$ cat config.mk
export PLATFORM = sky130hd
export DESIGN_NAME = afifo_wr_observer
export DESIGN_NICKNAME = d
export VERILOG_FILES = /design/src/rtl/afifo_pkg.sv /design/src/rtl/afifo_obs_trace_ram.sv /design/src/rtl/afifo_wr_observer.sv
export SDC_FILE = /design/constraint.sdc
export NUM_CORES = 1
export LEC_CHECK = 0
export ABC_AREA = 1
export BUFFER_PORTS_ARGS = -buffer_cell sky130_fd_sc_hd__buf_2
export CAP_MARGIN = 20
export CELL_PAD_IN_SITES_DETAIL_PLACEMENT = 0
export CELL_PAD_IN_SITES_GLOBAL_PLACEMENT = 2
export CORE_AREA = 2 2 210 315
export DETAILED_ROUTE_END_ITERATION = 8
export DIE_AREA = 0 0 212 317
export GPL_ROUTABILITY_DRIVEN = 0
export MAX_ROUTING_LAYER = met4
export PLACE_DENSITY_LB_ADDON = 0.1
export SLEW_MARGIN = 5
export SYNTH_ARGS = -nofsm -noshare
export SYNTH_HDL_FRONTEND = slang
export SYNTH_SLANG_ARGS = --single-unit
export TNS_END_PERCENT = 20
$ cat constraint.sdc
create_clock -name wclk -period 4.77 [get_ports wclk]
set_input_delay 0.954 -clock wclk [delete_from_list [all_inputs] [get_ports wclk]]
set_output_delay 0.954 -clock wclk [all_outputs]
set_load 0.05 [all_outputs]
$ cat src/rtl/afifo_pkg.sv
// ---------------------------------------------------------------------------
// afifo_pkg
//   Shared definitions for the asynchronous-FIFO write-side observer.
//   Holds the capture FSM encodings, both as plain 2-bit constants (used by
//   the RTL state register) and as an enum type for tools and benches that
//   prefer named states.
// ---------------------------------------------------------------------------
package afifo_pkg;

    // Capture FSM encodings. These are visible on the `state` output, so the
    // numeric values are part of the interface and must not be reordered.
    localparam logic [1:0] ST_IDLE  = 2'd0;
    localparam logic [1:0] ST_ARMED = 2'd1;
    localparam logic [1:0] ST_POST  = 2'd2;
    localparam logic [1:0] ST_DONE  = 2'd3;

    typedef enum logic [1:0] {
        OBS_IDLE  = ST_IDLE,
        OBS_ARMED = ST_ARMED,
        OBS_POST  = ST_POST,
        OBS_DONE  = ST_DONE
    } afifo_obs_state_e;

endpackage

$ cat src/rtl/afifo_obs_trace_ram.sv
// ---------------------------------------------------------------------------
// afifo_obs_trace_ram
//   Simple dual-port trace memory: DEPTH x DATA_WIDTH, one synchronous write
//   port and one read port with a registered output (one cycle latency).
//   Contents are deliberately not reset so the array maps onto block RAM.
//
//   Ports
//     clk    in   clock for both ports
//     we     in   write enable
//     waddr  in   write address
//     wdata  in   write data
//     re     in   read enable; rdata updates on the next edge only when set
//     raddr  in   read address
//     rdata  out  registered read data
// ---------------------------------------------------------------------------
module afifo_obs_trace_ram #(
    parameter int DATA_WIDTH = 32,
    parameter int DEPTH      = 16,
    parameter int AW         = $clog2(DEPTH)
) (
    input  logic                  clk,
    input  logic                  we,
    input  logic [AW-1:0]         waddr,
    input  logic [DATA_WIDTH-1:0] wdata,
    input  logic                  re,
    input  logic [AW-1:0]         raddr,
    output logic [DATA_WIDTH-1:0] rdata
);

    logic [DATA_WIDTH-1:0] mem [DEPTH];
    logic [DATA_WIDTH-1:0] rdata_q;

    always_ff @(posedge clk) begin
        if (we) begin
            mem[waddr] <= wdata;
        end
    end

    // Read register is only loaded on a request so the last word stays
    // stable while no readout is in flight.
    always_ff @(posedge clk) begin
        if (re) begin
            rdata_q <= mem[raddr];
        end
    end

    assign rdata = rdata_q;

endmodule

$ cat src/rtl/afifo_wr_observer.sv
// ---------------------------------------------------------------------------
// afifo_wr_observer
//   Passive monitor on the write side of an asynchronous FIFO. It counts
//   accepted and overflowing writes, and runs a trigger-based trace capture:
//   after `arm`, every accepted word is written into a circular trace buffer
//   until a masked compare hits; a programmable number of post-trigger words
//   is then recorded and the trace is read back oldest-first via rd_req.
//
//   Ports
//     wclk        in   write-domain clock
//     wrst_n      in   asynchronous active-low reset
//     winc        in   FIFO write request
//     wfull       in   FIFO full flag
//     wdata       in   FIFO write data
//     arm         in   single-cycle capture start/restart pulse
//     trig_mask   in   bits of wdata that take part in the trigger compare
//     trig_value  in   trigger compare value
//     post_trig   in   words to record after the trigger word
//     rd_req      in   trace readout request (honoured only in DONE)
//     rd_valid    out  rd_data valid
//     rd_data     out  trace word
//     rd_last     out  last trace word of this capture
//     wr_count    out  saturating count of accepted writes
//     ovf_count   out  saturating count of writes attempted while full
//     ovf_sticky  out  an overflow occurred since reset or the last arm
//     state       out  capture FSM state (IDLE/ARMED/POST/DONE)
//     trig_hit    out  trigger seen in the current capture
// ---------------------------------------------------------------------------
module afifo_wr_observer
    import afifo_pkg::*;
#(
    parameter int DATA_WIDTH  = 32,
    parameter int ADDR_WIDTH  = 8,
    parameter int TRACE_DEPTH = 16,
    parameter int CNT_WIDTH   = 32
) (
    input  logic                           wclk,
    input  logic                           wrst_n,
    input  logic                           winc,
    input  logic                           wfull,
    input  logic [DATA_WIDTH-1:0]          wdata,
    input  logic                           arm,
    input  logic [DATA_WIDTH-1:0]          trig_mask,
    input  logic [DATA_WIDTH-1:0]          trig_value,
    input  logic [$clog2(TRACE_DEPTH):0]   post_trig,
    input  logic                           rd_req,
    output logic                           rd_valid,
    output logic [DATA_WIDTH-1:0]          rd_data,
    output logic                           rd_last,
    output logic [CNT_WIDTH-1:0]           wr_count,
    output logic [CNT_WIDTH-1:0]           ovf_count,
    output logic                           ovf_sticky,
    output logic [1:0]                     state,
    output logic                           trig_hit
);

    localparam int PW  = $clog2(TRACE_DEPTH);   // trace pointer width
    localparam int FW  = PW + 1;                // fill count, 0..TRACE_DEPTH
    localparam int PTW = PW + 1;                // post-trigger count width

    // Elaboration guard: the ring arithmetic relies on a power-of-two depth.
    // ADDR_WIDTH is only carried for bus compatibility and is sanity-checked.
    if (TRACE_DEPTH < 2 || (TRACE_DEPTH & (TRACE_DEPTH - 1)) != 0 || ADDR_WIDTH < 1)
    begin : g_bad_params
        $error("afifo_wr_observer: TRACE_DEPTH must be a power of two >= 2");
    end

    // ------------------------------------------------------------------
    // Write-port classification
    // ------------------------------------------------------------------
    logic accept;
    logic ovf;

    assign accept = winc & ~wfull;
    assign ovf    = winc &  wfull;

    // ------------------------------------------------------------------
    // Statistics
    // ------------------------------------------------------------------
    logic [CNT_WIDTH-1:0] wr_count_q,  wr_count_d;
    logic [CNT_WIDTH-1:0] ovf_count_q, ovf_count_d;
    logic                 ovf_sticky_q, ovf_sticky_d;

    always_comb begin
        wr_count_d   = wr_count_q;
        ovf_count_d  = ovf_count_q;
        ovf_sticky_d = ovf_sticky_q;

        if (accept && (wr_count_q != {CNT_WIDTH{1'b1}})) begin
            wr_count_d = wr_count_q + CNT_WIDTH'(1);
        end
        if (ovf && (ovf_count_q != {CNT_WIDTH{1'b1}})) begin
            ovf_count_d = ovf_count_q + CNT_WIDTH'(1);
        end

        // A coincident overflow wins over the clear from arm so that an
        // overflow in the arm cycle is never lost.
        if (ovf) begin
            ovf_sticky_d = 1'b1;
        end else if (arm) begin
            ovf_sticky_d = 1'b0;
        end
    end

    // ------------------------------------------------------------------
    // Capture FSM and trace bookkeeping
    // ------------------------------------------------------------------
    logic [1:0]     state_q,     state_d;
    logic [PW-1:0]  wptr_q,      wptr_d;
    logic [FW-1:0]  fill_q,      fill_d;
    logic [PTW-1:0] remain_q,    remain_d;
    logic           trig_hit_q,  trig_hit_d;
    logic [FW-1:0]  rd_issued_q, rd_issued_d;
    logic           rd_valid_q,  rd_valid_d;
    logic           rd_last_q,   rd_last_d;

    logic                  trig_match;
    logic [PTW-1:0]        post_clamped;
    logic                  record;
    logic                  ram_we;
    logic                  ram_re;
    logic [PW-1:0]         rd_base;
    logic [PW-1:0]         ram_raddr;
    logic [DATA_WIDTH-1:0] ram_rdata;

    assign trig_match   = ((wdata ^ trig_value) & trig_mask) == '0;
    assign post_clamped = (post_trig > PTW'(TRACE_DEPTH - 1)) ? PTW'(TRACE_DEPTH - 1)
                                                               : post_trig;

    // Oldest entry sits `fill` slots behind the write pointer. When the ring
    // is full, fill[PW-1:0] is zero and the oldest entry is wptr itself.
    assign rd_base   = wptr_q - fill_q[PW-1:0];
    assign ram_raddr = rd_base + rd_issued_q[PW-1:0];

    always_comb begin
        state_d     = state_q;
        wptr_d      = wptr_q;
        fill_d      = fill_q;
        remain_d    = remain_q;
        trig_hit_d  = trig_hit_q;
        rd_issued_d = rd_issued_q;
        rd_valid_d  = 1'b0;
        rd_last_d   = 1'b0;
        record      = 1'b0;
        ram_we      = 1'b0;
        ram_re      = 1'b0;

        case (state_q)
            ST_ARMED: begin
                if (accept) begin
                    record = 1'b1;
                    if (trig_match) begin
                        trig_hit_d = 1'b1;
                        remain_d   = post_clamped;
                        state_d    = (post_clamped == '0) ? ST_DONE : ST_POST;
                    end
                end
            end

            ST_POST: begin
                // remain_q is at least 1 here: a zero count goes straight
                // from ARMED to DONE.
                if (accept) begin
                    record   = 1'b1;
                    remain_d = remain_q - PTW'(1);
                    if (remain_q == PTW'(1)) begin
                        state_d = ST_DONE;
                    end
                end
            end

            ST_DONE: begin
                // rd_last is on the outputs this cycle: readout is complete.
                if (rd_last_q) begin
                    state_d = ST_IDLE;
                end else if (rd_req && (rd_issued_q != fill_q)) begin
                    ram_re      = 1'b1;
                    rd_issued_d = rd_issued_q + FW'(1);
                    rd_valid_d  = 1'b1;
                    rd_last_d   = (rd_issued_q + FW'(1)) == fill_q;
                end
            end

            default: begin
            end
        endcase

        if (record) begin
            ram_we = 1'b1;
            wptr_d = wptr_q + PW'(1);
            if (fill_q != FW'(TRACE_DEPTH)) begin
                fill_d = fill_q + FW'(1);
            end
        end

        // arm restarts the capture from any state and swallows whatever
        // else happened in its cycle, including an accept or a read.
        if (arm) begin
            state_d     = ST_ARMED;
            wptr_d      = '0;
            fill_d      = '0;
            remain_d    = '0;
            trig_hit_d  = 1'b0;
            rd_issued_d = '0;
            rd_valid_d  = 1'b0;
            rd_last_d   = 1'b0;
            ram_we      = 1'b0;
            ram_re      = 1'b0;
        end
    end

    always_ff @(posedge wclk or negedge wrst_n) begin
        if (!wrst_n) begin
            wr_count_q   <= '0;
            ovf_count_q  <= '0;
            ovf_sticky_q <= 1'b0;
            state_q      <= ST_IDLE;
            wptr_q       <= '0;
            fill_q       <= '0;
            remain_q     <= '0;
            trig_hit_q   <= 1'b0;
            rd_issued_q  <= '0;
            rd_valid_q   <= 1'b0;
            rd_last_q    <= 1'b0;
        end else begin
            wr_count_q   <= wr_count_d;
            ovf_count_q  <= ovf_count_d;
            ovf_sticky_q <= ovf_sticky_d;
            state_q      <= state_d;
            wptr_q       <= wptr_d;
            fill_q       <= fill_d;
            remain_q     <= remain_d;
            trig_hit_q   <= trig_hit_d;
            rd_issued_q  <= rd_issued_d;
            rd_valid_q   <= rd_valid_d;
            rd_last_q    <= rd_last_d;
        end
    end

    // ------------------------------------------------------------------
    // Trace storage
    // ------------------------------------------------------------------
    afifo_obs_trace_ram #(
        .DATA_WIDTH (DATA_WIDTH),
        .DEPTH      (TRACE_DEPTH),
        .AW         (PW)
    ) u_trace_ram (
        .clk   (wclk),
        .we    (ram_we),
        .waddr (wptr_q),
        .wdata (wdata),
        .re    (ram_re),
        .raddr (ram_raddr),
        .rdata (ram_rdata)
    );

    // ------------------------------------------------------------------
    // Outputs
    // ------------------------------------------------------------------
    // The RAM read register has no reset, so the data is qualified by the
    // (reset) valid flop to keep rd_data at zero in reset and when idle.
    assign rd_data    = rd_valid_q ? ram_rdata : '0;
    assign rd_valid   = rd_valid_q;
    assign rd_last    = rd_last_q;
    assign wr_count   = wr_count_q;
    assign ovf_count  = ovf_count_q;
    assign ovf_sticky = ovf_sticky_q;
    assign state      = state_q;
    assign trig_hit   = trig_hit_q;

endmodule

==> metrics.md, run 1 <==
| Metric | Value |
|---|---|
| Outcome | finished clean |
| CTS Buf Count | 59 |
| Sequential area share after synthesis | approximately 66% |
| Worst endpoint required time | between 5 and 6 ns |
| Average routed wire per standard cell | around 22 um |
| Ys async rst share | 14.06% |
| Total GRT Usage | a little under a quarter |
| VDD IR max | around 0.00034 V |
| Sink Count | 633 |
| DRT iter0 DRCs | around 1100 |
| RSZ-0062 raised after global routing | no |
| Synthesized area | 28050 sq um |
| Synthesized area per cell | between 10 and 15 sq um |
| Share of layout cells above drive strength 1 | between 10% and 20% |
| Die Span Y | between 300 and 400 um |
| Die area | about 67000 sq um |
| Nets | between 2000 and 3000 |
| Core Area | roughly 64000 sq um |
| Largest net degree at the start of global routing | around 80 |
| Crit path launch type | flop |
| Setup-failing EPs final | 0 |
| Post-synth EDFFs | between 500 and 600 |
| Post-CTS Repair Setup Buffers | 0 |
| Mux cell area share after synthesis | 7.138% |
| Setup Skew | around 0.015 ns |
| Power density cells | a little over 500 nW/um^2 |
| Skew-Pair Late Insertion Delay | ~0.63 ns |
| Synth Register Bits | 633 |
| Simple-gate area share of the yosys netlist | a little under a tenth |
| Vias in the first global route | 18200 |
| CP arrival | slightly below 4 ns |
| Main combinational cell family by area after synthesis | simple AND/OR/NAND/NOR gates |
| Achievable Freq | about 0.28 GHz |
| Design Power | between 0.015 and 0.02 W |
| Global route overflow | 0 |
| Final Hold Fails | 0 |
| Total wire length | ~76 mm |
| Synth Area in Compound Gates | ~7.9% |
| Initial Util | 43.60% |
| Post-synth cell types | 39 |
| Adder-Cell Fraction of Synth Area | under 10% |
| Leakage | 12.68 nW |
| Worst slew margin | roughly a third |
| Via density | ~5.1 |
| CTS tree | built |
| Maxcap violations | 0 |
| Crit path time final | around 3.6 ns |
| Longest Clk Path Bufs | 3 |
| Fill cells | around 5800 |
| First-pass GRT wire length | 113.6 mm |
| Antenna viol nets, final | 0 |
| Drt first pass iters | 5 |
| Root Buffer Master | clkbuf_16 |
| Synth Flop Type | edfxtp_1 |
| Io pins | between 200 and 250 |
| Worst-margin pin slew | just under 1 ns |
| Reg2Reg Depth | 9 |
| Cts hold-fix bufs | 0 |
| Post-CTS resize count | 0 |
| FP Rows | approximately 110 |
| Synthesized Nets | 2548 |
| Most frequent cells in the layout | edfxtp_1 (544), nand2_1 (417), inv_1 (307) |
| Clock transition at path regs | 0.07 ns |
| Htree depth | 2 |
| Die width | between 200 and 250 um |
| CP Max Fanout | 44 |
| Ys Warns | 0 |
| DRC Markers | 0 |
| Setup TNS | 0 ns |
| Critical path class | reg2reg |
| Post-DP HPWL | between 40 and 50 mm |
| DR vias | 18140 |
| P&R area growth vs syn | 14.49% |
| Slew Viols, Final | 0 |
| Initial antenna violation count | 2 |
| Port Buffers | ~210 |
| Post-Synthesis Cells | about 2400 |
| Most common cell after layout, fill and taps aside | edfxtp_1 |
| Final period util | about 75% |
| CP Capture Type | flop |
| Hold crit path type | in2async |
| Synth Area in XOR/XNOR | under 10% |
==> Yosys cell counts (2+ instances only) <==
master	number	area, sq um
nor4_1	3	18.77
mux2_2	63	709.4
xor2_1	57	499.2
ha_1	18	225.2
o21ai_0	270	1351
buf_6	3	33.78
inv_2	2	7.510
mux2i_1	128	1281
o22ai_1	3	18.77
dfrtp_1	89	2227
nor3b_1	2	15.01
inv_1	307	1152
nand3_1	76	380.4
nand2_1	417	1565
nor3_1	37	185.2
buf_1	4	15.01
xnor2_1	14	122.6
a31oi_1	2	12.51
nand3b_1	3	22.52
fa_1	3	60.06
clkbuf_1	48	180.2
buf_4	22	165.2
nor2_1	108	405.4
buf_2	16	80.08
o21ai_1	17	85.08
edfxtp_1	544	16340
nor3_2	2	20.02
a21oi_1	141	705.7
clkbuf_4	2	15.01
nand4_1	6	37.54
or2_2	5	31.28
==> per-stage QoR <==
stage	std cells	utilization, %	setup slack (ns)	instance area, sq um	hold WS (ns)
after detailed placement	3439	47.01	1.016	30240	0.4644
after CTS	3546	49.91	1.158	32110	0.3987
after global routing	3547	49.91	0.9953	32110	0.4191
after floorplan	2420	-	1.193	28050	0.4419
after global placement	3438	46.98	1.073	30220	0.4611
final	3547	49.91	1.174	32110	0.3852
==> layout make-up <==
type                       count  area (sq um)  area share, %
sequential                   633         18560          57.81
multi-input combinational   1383          8000          24.92
clock buffer                  74          1563          4.867
timing repair buffer         244          1426          4.442
inverter                     309          1161          3.616
tap                          870          1089          3.390
clock inverter                33         304.0         0.9469
antenna                        1         2.502       0.007793
==> cells by family after synthesis <==
family / after synthesis
compound gates: 437
mux: 192
simple gates: 660
xor+xnor: 73
fa+ha+maj: 21
flops: 633
buf+inv: 404
==> routing by layer <==
layer	GRT usage (%)	vias up	share of wire, %
met3	3.219	102	5.5
met4	6.370	0	2.3
met5	-	-	0
met2	39.29	516	50
li1	-	8713	-
met1	30.43	8812	43
==> final timing paths <==
path,start,to,slack (ns)
max in group asynchronous,wrst_n,ovf_count[15],3.36
worst min-delay path,wrst_n,wr_count[2],0.39
min in group wclk,ovf_sticky,ovf_sticky,0.47
worst max-delay path,fill_q[1],u_trace_ram.rdata[17],1.17
worst max register to register,fill_q[1],u_trace_ram.rdata[17],1.17
worst min register to register,ovf_sticky,ovf_sticky,0.47
==> sequential cells by signal, indices dropped and copies added, names as in the netlist <==
signal	flops
fill_q	5
ovf_count	32
ovf_sticky	1
rd_issued_q	5
rd_last	1
rd_valid	1
remain_q	5
state	2
trig_hit	1
u_trace_ram.mem	512
u_trace_ram.rdata	32
wptr_q	4
wr_count	32
==> power breakdown <==
group	internal (W)	total, W	switching, W	leakage (nW)
combinational	0.00190	0.00519	0.00329	5.71
clock	0.00254	0.00463	0.00208	0.902
sequential	0.00626	0.00639	0.000138	6.06
==> critical path, stage by stage (launching register included) <==
cell and delay, ns:
dfrtp_1 0.47, fa_1 0.56, inv_1 0.07, fa_4 0.85
clkinv_2 0.12, buf_4 0.44, o21ai_0 0.29, mux2_2 0.33
nand2_1 0.10, nand2_1 0.07
(Power assumes the default switching activity.)
==> inputs of run 2 (changes only) <==
--- a/config.mk
+++ b/config.mk
@@ -10,9 +10,9 @@
 export CAP_MARGIN = 20
 export CELL_PAD_IN_SITES_DETAIL_PLACEMENT = 0
 export CELL_PAD_IN_SITES_GLOBAL_PLACEMENT = 2
-export CORE_AREA = 2 2 210 315
+export CORE_AREA = 2 2 217 326
 export DETAILED_ROUTE_END_ITERATION = 8
-export DIE_AREA = 0 0 212 317
+export DIE_AREA = 0 0 219 328
 export GPL_ROUTABILITY_DRIVEN = 0
 export MAX_ROUTING_LAYER = met4
 export PLACE_DENSITY_LB_ADDON = 0.1
==> constraint.sdc (replaced) <==
create_clock -name wclk -period 3.5 [get_ports wclk]
set_input_delay 0.7 -clock wclk [delete_from_list [all_inputs] [get_ports wclk]]
set_output_delay 0.7 -clock wclk [all_outputs]
set_load 0.05 [all_outputs]
==> metrics.md, run 2 (same netlist as run 1, synthesis figures left out) <==
| Metric | Value |
|---|---|
| Post-DP HPWL | 44.51 mm (-11%) |
| Most common cell after layout, fill and taps aside | edfxtp_1 |
| CP Capture Type | flop |
| Crit path launch type | flop |
| Die width | 219 um (+3.3%) |
| Top reg by flops | u_trace_ram.mem |
| Nets | 2777 (+0.69%) |
| CP Max Fanout | 44 (unchanged) |
| Most frequent cells in the layout | edfxtp_1 (544), nand2_1 (417), inv_1 (307) |
| Sink Count | 633 (unchanged) |
| Slew Viols, Final | 0 (unchanged) |
| Achievable Freq | 0.3009 GHz (+8.2%) |
| FP Rows | 118 (+3.5%) |
| Vias in the first global route | 18580 (+2.1%) |
| Largest register FFs | 512 (unchanged) |
| Critical path class | reg2reg |
| Worst endpoint required time | 4.00 ns (-1.14 ns) |
| DP Worst Slack | 0.1544 ns (-0.8612 ns) |
| Initial Util | 40.76% (-2.8 points) |
| Largest net degree at the start of global routing | 65 (-18%) |
| Drt first pass iters | 6 (+1) |
| Worst slew margin | 28.54% (-5.9 points) |
| Worst-margin pin slew | 1.070 ns (+0.08955 ns) |
| Total wire length | 75.30 mm (-1.4%) |
| Antenna viol nets, final | 0 (unchanged) |
| Fill cells | 6401 (+9.9%) |
| Setup-failing EPs final | 0 (unchanged) |
| Register-to-Register Setup Slack | 0.18 ns (-1.00 ns) |
| Io pins | 209 (unchanged) |
| Multi-input logic area | 8000 sq um (unchanged) |
| VDD IR max | 0.0003732 V (+9.7%) |
| First-pass GRT wire length | 113.0 mm (-0.53%) |
| DR vias | 18230 (+0.46%) |
| Maxcap violations | 0 (unchanged) |
| Via density | 5.057 (-1.1%) |
| Post-CTS Repair Setup Buffers | 0 (unchanged) |
| Leakage | 12.91 nW (+1.8%) |
| CTS tree | built |
| Die area | 71830 sq um (+6.9%) |
| Core Area | 68800 sq um (+7.0%) |
| Setup ws final | 0.1762 ns (-0.9977 ns) |
| P&R area growth vs syn | 16.71% |
| CTS Buf Count | 60 (+1.7%) |
| Average routed wire per standard cell | 20.89 um (-3.0%) |
| Power density cells | 678.8 nW/um^2 (+34%) |
| DRC Markers | 0 (unchanged) |
| Setup Skew | 0.01909 ns (+0.003937 ns) |
| CP arrival | 3.82 ns (-0.15 ns) |
| Cts hold-fix bufs | 0 (unchanged) |
| Skew-Pair Late Insertion Delay | 0.64 ns (about the same) |
| Final Hold Fails | 0 (unchanged) |
| DRT iter0 DRCs | 1070 (-3.9%) |
| Longest Clk Path Bufs | 3 (unchanged) |
| Share of layout cells above drive strength 1 | 16.70% (+0.63 points) |
| Global route overflow | 0 (unchanged) |
| Final period util | 94.96% (+20 points) |
| Clock transition at path regs | 0.06 ns (about the same) |
| Core Util, Final | 47.58% (-2.3 points) |
| Hold crit path type | in2async |
| Register Area | 18560 sq um (unchanged) |
| Htree depth | 2 (unchanged) |
| Initial antenna violation count | 4 (+2) |
| RSZ-0062 raised after global routing | no |
| Die Span Y | 328 um (+3.5%) |
| Root Buffer Master | clkbuf_16 |
| Worst reg2reg startpoint | fill_q[1] |
| Crit path time final | 3.324 ns (-0.2723 ns) |
| Crit path from | fill_q[1] |
| Outcome | finished clean |
| Total GRT Usage | 21.80% (-1.8 points) |
| Port Buffers | 208 (unchanged) |
==> run 2: cell types whose count changed in the layout (fill, tap and decap cells not counted) <==
cell / previous run / this run
buf_4: 28 / 20
clkbuf_1: 12 / 14
buf_12: 9 / 34
clkinv_4: 3 / 0
clkbuf_16: 59 / 61
inv_6: 5 / 3
bufinv_16: 4 / 7
clkinv_1: 5 / 7
clkinv_2: 11 / 13
clkinvlp_4: 6 / 7
diode_2: 1 / 3
buf_6: 0 / 1
==> run 2: power by group <==
part / internal (W) / total (W) / switching (W)
clock network: 0.00378 / 0.00664 / 0.00285
registers: 0.00853 / 0.00871 / 0.000181
logic: 0.00276 / 0.00687 / 0.00411
==> run 2: cell type report <==
| cell class | instances | area share (%) |
|---|---|---|
| Sequential cell | 633 | 56.71 |
| Timing Repair Buffer | 262 | 5.738 |
| Clock inverter | 36 | 1.147 |
| Antenna cell | 3 | 0.02293 |
| Inverter | 309 | 3.547 |
| Multi-Input combinational cell | 1383 | 24.44 |
| Clock buffer | 78 | 4.950 |
| Tap cell | 900 | 3.440 |
==> run 2: routing by layer <==
layer | track usage, % | wire length (um)
met2 | 37.82 | 38740
met1 | 26.50 | 30860
met4 | 5.670 | 1782
met5 | - | 0
met3 | 3.343 | 3916
==> run 2: critical path: stages (launching register included) <==
cell	delay, ns
dfrtp_1	0.47
fa_1	0.56
inv_1	0.07
fa_4	0.98
clkinv_2	0.23
buf_12	0.25
o21ai_0	0.26
mux2_2	0.20
nand2_1	0.05
nand2_1	0.10
==> run 2: path summary, 6_finish.rpt <==
path                            cells after the start                     to
worst max-delay path                                9  u_trace_ram.rdata[16]
worst min-delay path                                1            wr_count[6]
worst max register to register                      9  u_trace_ram.rdata[16]
worst min register to register                      2             ovf_sticky
max in group asynchronous                           2           ovf_count[1]
min in group wclk                                   3             ovf_sticky
==> run 2: through the flow <==
step	std cells	hold WS, ns	area (sq um)	total power, W	setup TNS (ns)
2_1_floorplan	2420	0.4044	28050	0.01389	-39.57
3_3_place_gp	3487	0.4549	30730	0.01575	0
3_5_place_dp	3487	0.4654	30730	0.01583	0
4_1_cts	3601	0.1086	32720	0.02252	0
5_1_grt	3603	0.1336	32730	0.02349	0
6_report	3604	0.1076	32730	0.02222	0
==> run 2: repair_timing <==
action	4_1_cts	5_1_grt
endpoints found under the setup margin	0	2
gates resized for setup	0	1
endpoints found under the hold margin	0	0
==> inputs of run 3 (changes only) <==
--- a/config.mk
+++ b/config.mk
@@ -8,14 +8,15 @@
 export ABC_AREA = 1
 export BUFFER_PORTS_ARGS = -buffer_cell sky130_fd_sc_hd__buf_2
 export CAP_MARGIN = 20
-export CELL_PAD_IN_SITES_DETAIL_PLACEMENT = 0
-export CELL_PAD_IN_SITES_GLOBAL_PLACEMENT = 2
-export CORE_AREA = 2 2 217 326
+export CELL_PAD_IN_SITES_DETAIL_PLACEMENT = 1
+export CELL_PAD_IN_SITES_GLOBAL_PLACEMENT = 1
+export CORE_AREA = 2 2 207 311
 export DETAILED_ROUTE_END_ITERATION = 8
-export DIE_AREA = 0 0 219 328
+export DIE_AREA = 0 0 209 313
 export GPL_ROUTABILITY_DRIVEN = 0
 export MAX_ROUTING_LAYER = met4
 export PLACE_DENSITY_LB_ADDON = 0.1
+export SETUP_SLACK_MARGIN = 0.02
 export SLEW_MARGIN = 5
 export SYNTH_ARGS = -nofsm -noshare
 export SYNTH_HDL_FRONTEND = slang
==> constraint.sdc (replaced) <==
create_clock -name wclk -period 3.15 [get_ports wclk]
set_input_delay 0.63 -clock wclk [delete_from_list [all_inputs] [get_ports wclk]]
set_output_delay 0.63 -clock wclk [all_outputs]
set_load 0.05 [all_outputs]
==> metrics.md, run 3 (same netlist as run 1, synthesis figures left out) <==
| Metric | Value |
|---|---|
| Port Buffers | 208 (unchanged) |
| Core Util, Final | 52.53% (+5.0 points) |
| Hold crit path type | in2async |
| Root Buffer Master | clkbuf_16 |
| Switching power | 0.008443 W (+18%) |
| Initial Util | 44.58% (+3.8 points) |
| CP max stage delay | 0.86 ns (-0.12 ns) |
| Leakage | 13.19 nW (+2.2%) |
| Largest net degree at the start of global routing | 74 (+14%) |
| CP arrival | 3.51 ns (-0.31 ns) |
| CP Max Fanout | 8 (-82%) |
| DR vias | 19070 (+4.6%) |
| Io pins | 209 (unchanged) |
| Comb power frac | 33.2% (+2.3 points) |
| Fill cells | 6612 (+3.3%) |
| Outcome | finished clean |
| Die area | 65420 sq um (-8.9%) |
| Share of layout cells above drive strength 1 | 17.68% (+0.99 points) |
| Sequential share of power | 37.6% (-1.6 points) |
| Largest register FFs | 512 (unchanged) |
| Placed instance count | 3414 (-2.1%) |
| Initial antenna violation count | 5 (+1) |
| Most common cell after layout, fill and taps aside | edfxtp_1 |
| Average routed wire per standard cell | 23.13 um (+11%) |
| Achievable Freq | 0.3219 GHz (+7.0%) |
| Setup-failing EPs final | 0 (unchanged) |
| Critical path class | reg2reg |
| Setup Skew | 0.02516 ns (+0.006073 ns) |
| Final period util | 98.62% (+3.7 points) |
| CP Capture Type | flop |
| Crit path time final | 3.107 ns (-0.2172 ns) |
| Htree depth | 2 (unchanged) |
| DRT iter0 DRCs | 907 (-15%) |
| Post-DP HPWL | 48.73 mm (+9.5%) |
| First-pass GRT wire length | 120.7 mm (+6.7%) |
| Via density | 5.379 (+6.4%) |
| Skew-Pair Late Insertion Delay | 0.64 ns (about the same) |
| Maxcap violations | 0 (unchanged) |
| Clock share of power | 29.2% (-0.7 points) |
| Setup TNS | 0 ns (unchanged) |
| Nets | 2814 (+1.3%) |
| Global route overflow | 0 (unchanged) |
| Worst-margin pin slew | 0.9907 ns (-0.07963 ns) |
| Power density cells | 779.0 nW/um^2 (+15%) |
| Longest Clk Path Bufs | 3 (unchanged) |
| Die width | 209 um (-4.6%) |
| Sink Count | 633 (unchanged) |
| Final Hold Fails | 0 (unchanged) |
| FP Rows | 113 (-4.2%) |
| Worst slew margin | 33.95% (+5.4 points) |
| CTS Buf Count | 60 (unchanged) |
| Core Area | 62920 sq um (-8.6%) |
| Design Power | 0.02575 W (+16%) |
| Total GRT Usage | 25.41% (+3.6 points) |
| VDD IR max | 0.0005896 V (+58%) |
| DP Worst Slack | -0.04025 ns (-0.1946 ns) |
| CTS tree | built |
| DRC Markers | 0 (unchanged) |
| Die Span Y | 313 um (-4.6%) |
| Clock transition at path regs | 0.06 ns (about the same) |
| RSZ-0062 raised after global routing | yes |
| Drt first pass iters | 4 (-2) |
| Crit path launch type | flop |
| Cell Count, Final, Fillers Out | 3545 (-1.6%) |
| Top reg by flops | u_trace_ram.mem |
| Setup ws final | 0.04342 ns (-0.1328 ns) |
| Total wire length | 82.00 mm (+8.9%) |
| Sw frac | 32.79% (+0.64 points) |
| P&R area growth vs syn | 17.85% |
| Slew Viols, Final | 0 (unchanged) |
| Antenna viol nets, final | 0 (unchanged) |
| Worst endpoint required time | 3.55 ns (-0.45 ns) |
| Internal | 0.01730 W (+15%) |
| Most frequent cells in the layout | edfxtp_1 (544), nand2_1 (415), inv_1 (305) |
| Crit-path cells | ha_4 -> inv_1 -> ha_4 -> fa_4 -> buf_12 -> buf_8 -> buf_4 -> a21oi_1 -> o21ai_1 -> o21ai_1 -> mux2_2 -> nand2_1 -> nand2_1 |
| Vias in the first global route | 20350 (+9.6%) |
| Slowest cell on the critical path | fa_4 |
-- run 3: area by class of cell --
class	instances	area (sq um)	area share, %
Tap cell	805	1007	3.047
Antenna cell	3	7.507	0.02271
Timing Repair Buffer	299	2235	6.761
Sequential cell	633	18560	56.17
Multi-Input combinational cell	1383	8044	24.34
Inverter	309	1165	3.524
Clock inverter	38	419.2	1.268
Clock buffer	75	1610	4.872
-- run 3: final timing paths --
kind / start / end / slack, ns / depth (start not counted)
max: fill_q[0] / u_trace_ram.rdata[29] / 0.04 / 13
min: wrst_n / wr_count[0] / 0.12 / 1
max reg2reg: fill_q[0] / u_trace_ram.rdata[29] / 0.04 / 13
min reg2reg: remain_q[1] / remain_q[1] / 0.47 / 2
max in group asynchronous: wrst_n / wr_count[24] / 2.21 / 2
min in group wclk: wfull / ovf_sticky / 0.29 / 3
-- run 3: power by group through the flow --
stage	clock network, W	logic, W	registers, W
floorplan	0	0.00525	0.0102
global placement	0	0.00760	0.00985
detailed placement	0	0.00789	0.00985
CTS	0.00768	0.00809	0.00968
global route	0.00797	0.00935	0.00971
finish	0.00753	0.00854	0.00969
-- run 3: routing by layer --
metal / routed length [um] / global-route usage (%)
met1: 32900 / 29.43
met5: 0 / -
met4: 2375 / 8.149
met2: 43600 / 45.54
met3: 3130 / 3.457
-- run 3: metrics by stage --
step / hold slack, ns / area [sq um]
after floorplan: 0.3344 / 28050
after global placement: 0.4608 / 30700
after detailed placement: 0.4626 / 30700
after CTS: 0.1501 / 32820
after global routing: 0.1988 / 33050
final: 0.1245 / 33050
-- run 3: what timing repair did --
action                                 CTS  global route
setup endpoints to repair               16            32
setup buffers                            4             4
resized for setup                        7            67
cloned                                   1             6
hold buffers                             0             0
pin swaps                                1             1
endpoints found under the hold margin    0             0
-- run 3: critical path: cells and delay by family (launching register included) --
kind	cells	cell delay (ns)
buf+inv	4	0.51
compound gates	3	0.26
fa+ha+maj	3	1.31
flops	1	0.43
mux	1	0.26
simple gates	2	0.12
